$ cat config.mk
export PLATFORM = sky130hd
export DESIGN_NAME = qam_src_arbiter
export DESIGN_NICKNAME = d
export VERILOG_FILES = /design/src/rtl/qam_src_arbiter.sv
export SDC_FILE = /design/constraint.sdc
export NUM_CORES = 1
export LEC_CHECK = 0
export ABC_AREA = 1
export BUFFER_PORTS_ARGS = -buffer_cell sky130_fd_sc_hd__buf_2
export CAP_MARGIN = 30
export CORE_MARGIN = 1
export CORE_UTILIZATION = 43
export DETAILED_ROUTE_END_ITERATION = 16
export PLACE_DENSITY = 0.81
export SKIP_CTS_REPAIR_TIMING = 1
export SYNTH_ARGS = -nofsm -noshare
export SYNTH_HDL_FRONTEND = slang
export SYNTH_SLANG_ARGS = --single-unit
$ cat constraint.sdc
create_clock -name clk -period 2.8 [get_ports clk]
set_input_delay 0.56 -clock clk [delete_from_list [all_inputs] [get_ports clk]]
set_output_delay 0.56 -clock clk [all_outputs]
set_load 0.02 [all_outputs]
$ cat src/rtl/qam_src_arbiter.sv
// qam_src_arbiter
// Round-robin frame scheduler in front of the shared qam_top modulator.
// One source owns the modulator for FRAME_LEN accepted words. The modulator
// qam order is programmed from the owner's code. A settle gap is inserted
// whenever the order may have changed. A modulator error quarantines the
// datapath until software clears it.
//
// Ports
//   clk, rst           : clock (rising edge), asynchronous active-low reset
//   src_data/src_qam   : packed per-source word and qam code (source i at slot i)
//   src_valid/src_ready: per-source handshake
//   mod_signal_in/mod_valid_in/mod_ready_out : modulator input handshake
//   mod_qam            : registered qam order for the modulator
//   mod_error, err_clr : modulator fault input, single-cycle release pulse
//   grant              : one-hot current owner
//   busy, frame_done, err, err_src : status
//   cfg_err            : sticky per-source illegal-qam flag
//
// state    | meaning
// ---------+-------------------------------------------------------------
// S_IDLE   | no owner, searching for the next eligible source
// S_SETTLE | owner granted, modulator settling after a qam change
// S_XFER   | owner's words are muxed straight through to the modulator
// S_ERR    | modulator faulted, datapath quarantined until err_clr
module qam_src_arbiter #(
   parameter int NUM_SRC    = 4,
   parameter int DATA_W     = 32,
   parameter int FRAME_LEN  = 16,
   parameter int SETTLE_CYC = 4,
   parameter int MAX_QAM    = 4
) (
   input  logic                      clk,
   input  logic                      rst,
   input  logic [NUM_SRC*DATA_W-1:0] src_data,
   input  logic [NUM_SRC*3-1:0]      src_qam,
   input  logic [NUM_SRC-1:0]        src_valid,
   output logic [NUM_SRC-1:0]        src_ready,
   output logic [DATA_W-1:0]         mod_signal_in,
   output logic                      mod_valid_in,
   input  logic                      mod_ready_out,
   output logic [2:0]                mod_qam,
   input  logic                      mod_error,
   input  logic                      err_clr,
   output logic [NUM_SRC-1:0]        grant,
   output logic                      busy,
   output logic                      frame_done,
   output logic                      err,
   output logic [2:0]                err_src,
   output logic [NUM_SRC-1:0]        cfg_err
);

   localparam int IDX_W = (NUM_SRC > 1) ? $clog2(NUM_SRC) : 1;
   localparam int CNT_W = $clog2(FRAME_LEN + 1);
   localparam int SET_W = $clog2(SETTLE_CYC + 1);

   localparam logic [CNT_W-1:0]   LAST_WORD = CNT_W'(FRAME_LEN - 1);
   localparam logic [SET_W-1:0]   SETTLE_LD = SET_W'(SETTLE_CYC);
   localparam logic [SET_W-1:0]   SETTLE_TC = SET_W'(1);
   localparam logic [2:0]         QAM_MAX   = 3'(MAX_QAM);
   localparam logic [IDX_W-1:0]   LAST_IDX  = IDX_W'(NUM_SRC - 1);
   localparam logic [NUM_SRC-1:0] GRANT_ONE = NUM_SRC'(1);

   typedef enum logic [1:0] {
      S_IDLE,
      S_SETTLE,
      S_XFER,
      S_ERR
   } state_t;

   state_t r_state;
   state_t w_state_nxt;

   logic [NUM_SRC-1:0] r_grant;
   logic [IDX_W-1:0]   r_gidx;
   logic [IDX_W-1:0]   r_ptr;
   logic [2:0]         r_qam;
   logic               r_last_qam_valid;
   logic [CNT_W-1:0]   r_cnt;
   logic [SET_W-1:0]   r_settle;
   logic               r_frame_done;
   logic [IDX_W-1:0]   r_err_src;
   logic [NUM_SRC-1:0] r_cfg_err;

   logic [DATA_W-1:0]  w_data [NUM_SRC];
   logic [2:0]         w_qam  [NUM_SRC];
   logic [NUM_SRC-1:0] w_elig;
   logic [NUM_SRC-1:0] w_illegal;

   logic               w_hit;
   logic [IDX_W-1:0]   w_sel;
   logic [IDX_W-1:0]   w_idx;
   logic               w_take;
   logic               w_fire;
   logic               w_last;
   logic               w_err_entry;
   logic [IDX_W-1:0]   w_ptr_nxt;

   genvar gi;
   for (gi = 0; gi < NUM_SRC; gi++) begin : g_unpack
      assign w_data[gi]    = src_data[gi*DATA_W +: DATA_W];
      assign w_qam[gi]     = src_qam[gi*3 +: 3];
      assign w_illegal[gi] = src_valid[gi] && (w_qam[gi] > QAM_MAX);
      assign w_elig[gi]    = src_valid[gi] && (w_qam[gi] <= QAM_MAX);
   end

   // First eligible source starting at the round-robin pointer, wrapping.
   always_comb begin
      w_hit = 1'b0;
      w_sel = '0;
      w_idx = r_ptr;
      for (int k = 0; k < NUM_SRC; k++) begin
         if (!w_hit && w_elig[w_idx]) begin
            w_hit = 1'b1;
            w_sel = w_idx;
         end
         w_idx = (w_idx == LAST_IDX) ? '0 : w_idx + 1'b1;
      end
   end

   assign w_ptr_nxt = (r_gidx == LAST_IDX) ? '0 : r_gidx + 1'b1;

   always_ff @(posedge clk or negedge rst) begin
      if (!rst) begin
         r_state <= S_IDLE;
      end else begin
         r_state <= w_state_nxt;
      end
   end

   always_comb begin
      w_state_nxt   = r_state;
      w_take        = 1'b0;
      w_fire        = 1'b0;
      w_last        = 1'b0;
      w_err_entry   = 1'b0;
      mod_signal_in = '0;
      mod_valid_in  = 1'b0;
      src_ready     = '0;
      case (r_state)
         S_IDLE: begin
            if (w_hit) begin
               w_take = 1'b1;
               // Same order as the previous frame: the modulator is already settled.
               if (r_last_qam_valid && (w_qam[w_sel] == r_qam)) begin
                  w_state_nxt = S_XFER;
               end else begin
                  w_state_nxt = S_SETTLE;
               end
            end
         end
         S_SETTLE: begin
            if (mod_error) begin
               w_err_entry = 1'b1;
               w_state_nxt = S_ERR;
            end else if (r_settle == SETTLE_TC) begin
               w_state_nxt = S_XFER;
            end
         end
         S_XFER: begin
            mod_signal_in     = w_data[r_gidx];
            mod_valid_in      = src_valid[r_gidx];
            src_ready[r_gidx] = mod_ready_out;
            w_fire            = src_valid[r_gidx] && mod_ready_out;
            // An error beats frame completion; the word is still consumed upstream.
            if (mod_error) begin
               w_err_entry = 1'b1;
               w_state_nxt = S_ERR;
            end else if (w_fire && (r_cnt == LAST_WORD)) begin
               w_last      = 1'b1;
               w_state_nxt = S_IDLE;
            end
         end
         S_ERR: begin
            if (err_clr && !mod_error) begin
               w_state_nxt = S_IDLE;
            end
         end
         default: begin
            w_state_nxt = S_IDLE;
         end
      endcase
   end

   always_ff @(posedge clk or negedge rst) begin
      if (!rst) begin
         r_grant          <= '0;
         r_gidx           <= '0;
         r_ptr            <= '0;
         r_qam            <= '0;
         r_last_qam_valid <= 1'b0;
         r_cnt            <= '0;
         r_settle         <= '0;
         r_frame_done     <= 1'b0;
         r_err_src        <= '0;
         r_cfg_err        <= '0;
      end else begin
         r_frame_done <= w_last;
         r_cfg_err    <= r_cfg_err | w_illegal;
         if (w_take) begin
            r_grant  <= GRANT_ONE << w_sel;
            r_gidx   <= w_sel;
            r_qam    <= w_qam[w_sel];
            r_cnt    <= '0;
            r_settle <= SETTLE_LD;
         end
         if (r_state == S_SETTLE) begin
            r_settle <= r_settle - 1'b1;
            if (w_state_nxt == S_XFER) begin
               r_last_qam_valid <= 1'b1;
            end
         end
         if (w_fire) begin
            r_cnt <= r_cnt + 1'b1;
         end
         if (w_last || w_err_entry) begin
            r_ptr   <= w_ptr_nxt;
            r_grant <= '0;
         end
         // Force a fresh settle after a fault: the modulator state is unknown.
         if (w_err_entry) begin
            r_err_src        <= r_gidx;
            r_last_qam_valid <= 1'b0;
         end
      end
   end

   assign grant      = r_grant;
   assign mod_qam    = r_qam;
   assign busy       = (r_state != S_IDLE);
   assign err        = (r_state == S_ERR);
   assign frame_done = r_frame_done;
   assign err_src    = 3'(r_err_src);
   assign cfg_err    = r_cfg_err;

endmodule
==> key figures <==
Timing
  – Crit share post-route: 95.8%
  – Slew headroom: 56.8%
  – Final worst setup slack: 0.117 ns
  – Tmin final: roughly 2.7 ns
  – Final hold viol count: 0
  – Final setup vio count: 0
  – Fmax: about 370 MHz
  – Worst slew pin tran: 0.647 ns
  – Fin. max-slew vios: 0
  – RSZ-0062 raised after global routing: true
  – Worst Clk Skew: 0.00365 ns

Logic synthesis
  – Post-Syn Area: just over 0.003 sq mm
  – Ranking of synthesized cells by area: dfrtp_1 (23%), nor2_1 (18%), o21ai_0 (13%)
  – Syn avg cell area: 5.89 sq um
  – Yosys reg bits: 29
  – Most frequent cell after synthesis: nor2_1
  – Commonest cells post-synth: nor2_1 (146), o21ai_0 (81), nand2_1 (69)
  – Register area share after synthesis: between 20% and 30%
  – Post-Synthesis Cells: around 530
  – Share of the synthesized area in the top cell type: approximately a quarter
  – Ys async rst share: 100%
  – Syn Nets: between 600 and 700
  – Post-synth top area cell: dfrtp_1
  – Dominant synthesized flop cell: dfrtp_1
  – Synth warn: 0
  – Yosys cell types: 34
  – Post-synth EDFFs: 0

Pwr
  – P_int: 2120 uW
  – Reported net switching power: 2840 uW
  – Switching portion of total power: a little under three fifths
  – P per Cell Area: 1110 mW/mm^2
  – Clock network fraction of total power: 6.9%
  – Seq pwr share: 13.6%
  – Combinational share of power: ~80%
  – Leakage: 0.00245 uW
  – Worst vdd ir: about 0.71 mV

Die
  – Initial Utilization: between 40 and 50%
  – Core region area: 0.00691 sq mm
  – Die Area: ~0.0076 sq mm
  – Die Ht: 87.1 um
  – IO Pins: approximately 200
  – Die W: about 87 um
  – # rows: 30

Run
  – Maxcap violations: 0

Clock network
  – H-tree levels: 2
  – CTS tree: yes
  – Reg clk slew, reported paths: 0.06 ns
  – Worst-Skew Late Latency: approximately 0.29 ns
  – Clock buffer count from CTS: 5
  – CTS Sinks: 29
  – CTS root buf: clkbuf_8
  – Max clock buf depth: 2

Global routing
  – Vias in the first global route: around 3.7k
  – First-pass GRT wire length: 16700 um
  – Largest net degree at the start of global routing: 45
  – Total gr overflow: 0
  – Initial antenna violation count: 4
  – Gr usage total: between 20 and 30%

Route
  – Vias/cell: approximately 5.2
  – ANT nets after route: 0
  – DR DRC count: 0
  – Starting DRT DRC Count: 322
  – Avg WL per Cell: 13.7 um
  – First drt pass iteration count: 5
  – WL final: 11400 um
  – DR vias: 4345

Placement
  – Worst slack, placed: -0.0385 ns
  – HPWL Detailed: 8670 um
  – Port bufs: 201
  – RePlAce Congestion: 0.999

Setup path
  – Critical-path cell list: ha_4 -> nor2_8 -> buf_6 -> nand3_1 -> nand2_1 -> nand2_1 -> nand2_2 -> nand4_1 -> nand2_4 -> nand2_8 -> nand2_1 -> nand2_1 -> nand2_1 -> nand2_1 -> nand2_1 -> nand2_1 -> nor2_2 -> nand2_1 -> nand2_1 -> nand3_1 -> nor2_1 -> nor2_1 -> nor2_1
  – Crit-path most repeated cell: nand2_1
  – Setup crit end kind: flop
  – Critical path buffer and inverter count: 1
  – Startpoint types: flop
  – CP required: 3.02 ns
  – CP max-delay cell: dfrtp_1
  – Delay of the slowest critical-path stage: approximately 0.43 ns
  – Crit-path max FO: 9
  – Crit-path leading delay family: simple AND/OR/NAND/NOR gates
  – Critical path class: flop to flop
  – Worst Path Arrival: between 2 and 3 ns

Cells and area
  – Area Overhead vs Synth: 43.0%
  – Util after Layout: 64.5%
  – Layout cells sized above 1: 35.6%
  – Number of nets in the layout: 895

Run status
  – Status: complete, no violations

Worst hold path
  – Hold Crit Class: primary input to asynchronous set/reset pin
cell type report:
| class | instances | area [sq um] |
|---|---|---|
| tap | 96 | 120 |
| clock buffer | 5 | 68.8 |
| fill | 659 | 2450 |
| sequential | 29 | 727 |
| clock inverter | 3 | 17.5 |
| multi-input combinational | 426 | 2170 |
| inverter | 49 | 186 |
| timing repair buffer | 221 | 1160 |
| antenna | 2 | 5.00 |
flip-flops by register name, summed over array words and instances (netlist names):
name	count
r_state	2
r_err_src	2
r_last_qam_valid	1
grant	4
cfg_err	4
frame_done	1
r_cnt	5
r_settle	3
mod_qam	3
r_gidx	2
r_ptr	2
cells by family (layout without fill, tap and decap cells):
family | after synthesis | after routing | synth area share (%)
other | 1 | 3 | 0.120
AOI/OAI and AO/OA | 144 | 144 | 24.6
and+or+nand+nor | 265 | 265 | 36.5
adders and majority gates | 14 | 14 | 5.62
DFF | 29 | 29 | 23.3
buffers and inverters | 74 | 278 | 9.04
xor gates and xnor gates | 2 | 2 | 0.803
through the flow:
step	cell area, sq um	TNS, ns	hold WS (ns)	cells	total power, uW
floorplan	3120	0	0.264	529	3250
global placement	4240	0	0.461	813	4130
detailed placement	4240	-0.0385	0.471	813	4230
CTS	4320	0	0.318	821	4590
global route	4450	-0.148	0.347	829	5420
finish	4460	0	0.296	831	4970
per-layer routing:
metal | GRT usage, % | up-vias | routed length (um)
met1 | 35.6 | 1957 | 4680
met2 | 46.5 | 211 | 5340
met3 | 7.58 | 36 | 1110
met4 | 6.56 | 4 | 216
met5 | 0 | - | 24
li1 | - | 2137 | -
path summary, 6_finish.rpt:
path                            startpoint               end  slack [ns]  depth (start not counted)
worst max register to register    r_ptr[1]  r_last_qam_valid        0.12                         23
worst min register to register  cfg_err[3]        cfg_err[3]        0.49                          1
worst min-delay path                   rst        frame_done        0.30                          1
min in group clk                cfg_err[3]        cfg_err[3]        0.49                          1
worst max-delay path              r_ptr[1]  r_last_qam_valid        0.12                         23
max in group asynchronous              rst         r_gidx[0]        2.05                          1
cell usage in the layout (no fill, tap or decap), types with 2 or more instances in the layout:
| cell | Yosys | routed |
|---|---|---|
| buf_2 | 0 | 201 |
| nor2_1 | 146 | 145 |
| o21ai_0 | 81 | 81 |
| nand2_1 | 69 | 64 |
| inv_1 | 44 | 43 |
| a21oi_1 | 43 | 42 |
| nand3_1 | 30 | 28 |
| dfrtp_1 | 29 | 28 |
| buf_4 | 1 | 19 |
| ha_1 | 14 | 13 |
| nand2_2 | 4 | 8 |
| nand3b_1 | 6 | 6 |
| nand3_2 | 3 | 5 |
| o31ai_1 | 5 | 5 |
| clkbuf_8 | 0 | 5 |
| o21bai_1 | 4 | 4 |
| inv_2 | 3 | 3 |
| diode_2 | 0 | 2 |
| clkinv_1 | 2 | 2 |
| o21ai_1 | 4 | 2 |
| o21ai_2 | 0 | 2 |
| o211ai_1 | 2 | 2 |
| o22ai_1 | 2 | 2 |
| clkinv_2 | 0 | 2 |
power groups by stage:
stage / Sequential, uW / Combinational (uW) / Clock [uW]
final: 677 / 3950 / 340
after global routing: 690 / 4370 / 368
after CTS: 670 / 3570 / 345
after detailed placement: 676 / 3550 / 0
after global placement: 667 / 3460 / 0
after floorplan: 726 / 2530 / 0
(Power assumes the default switching activity.)
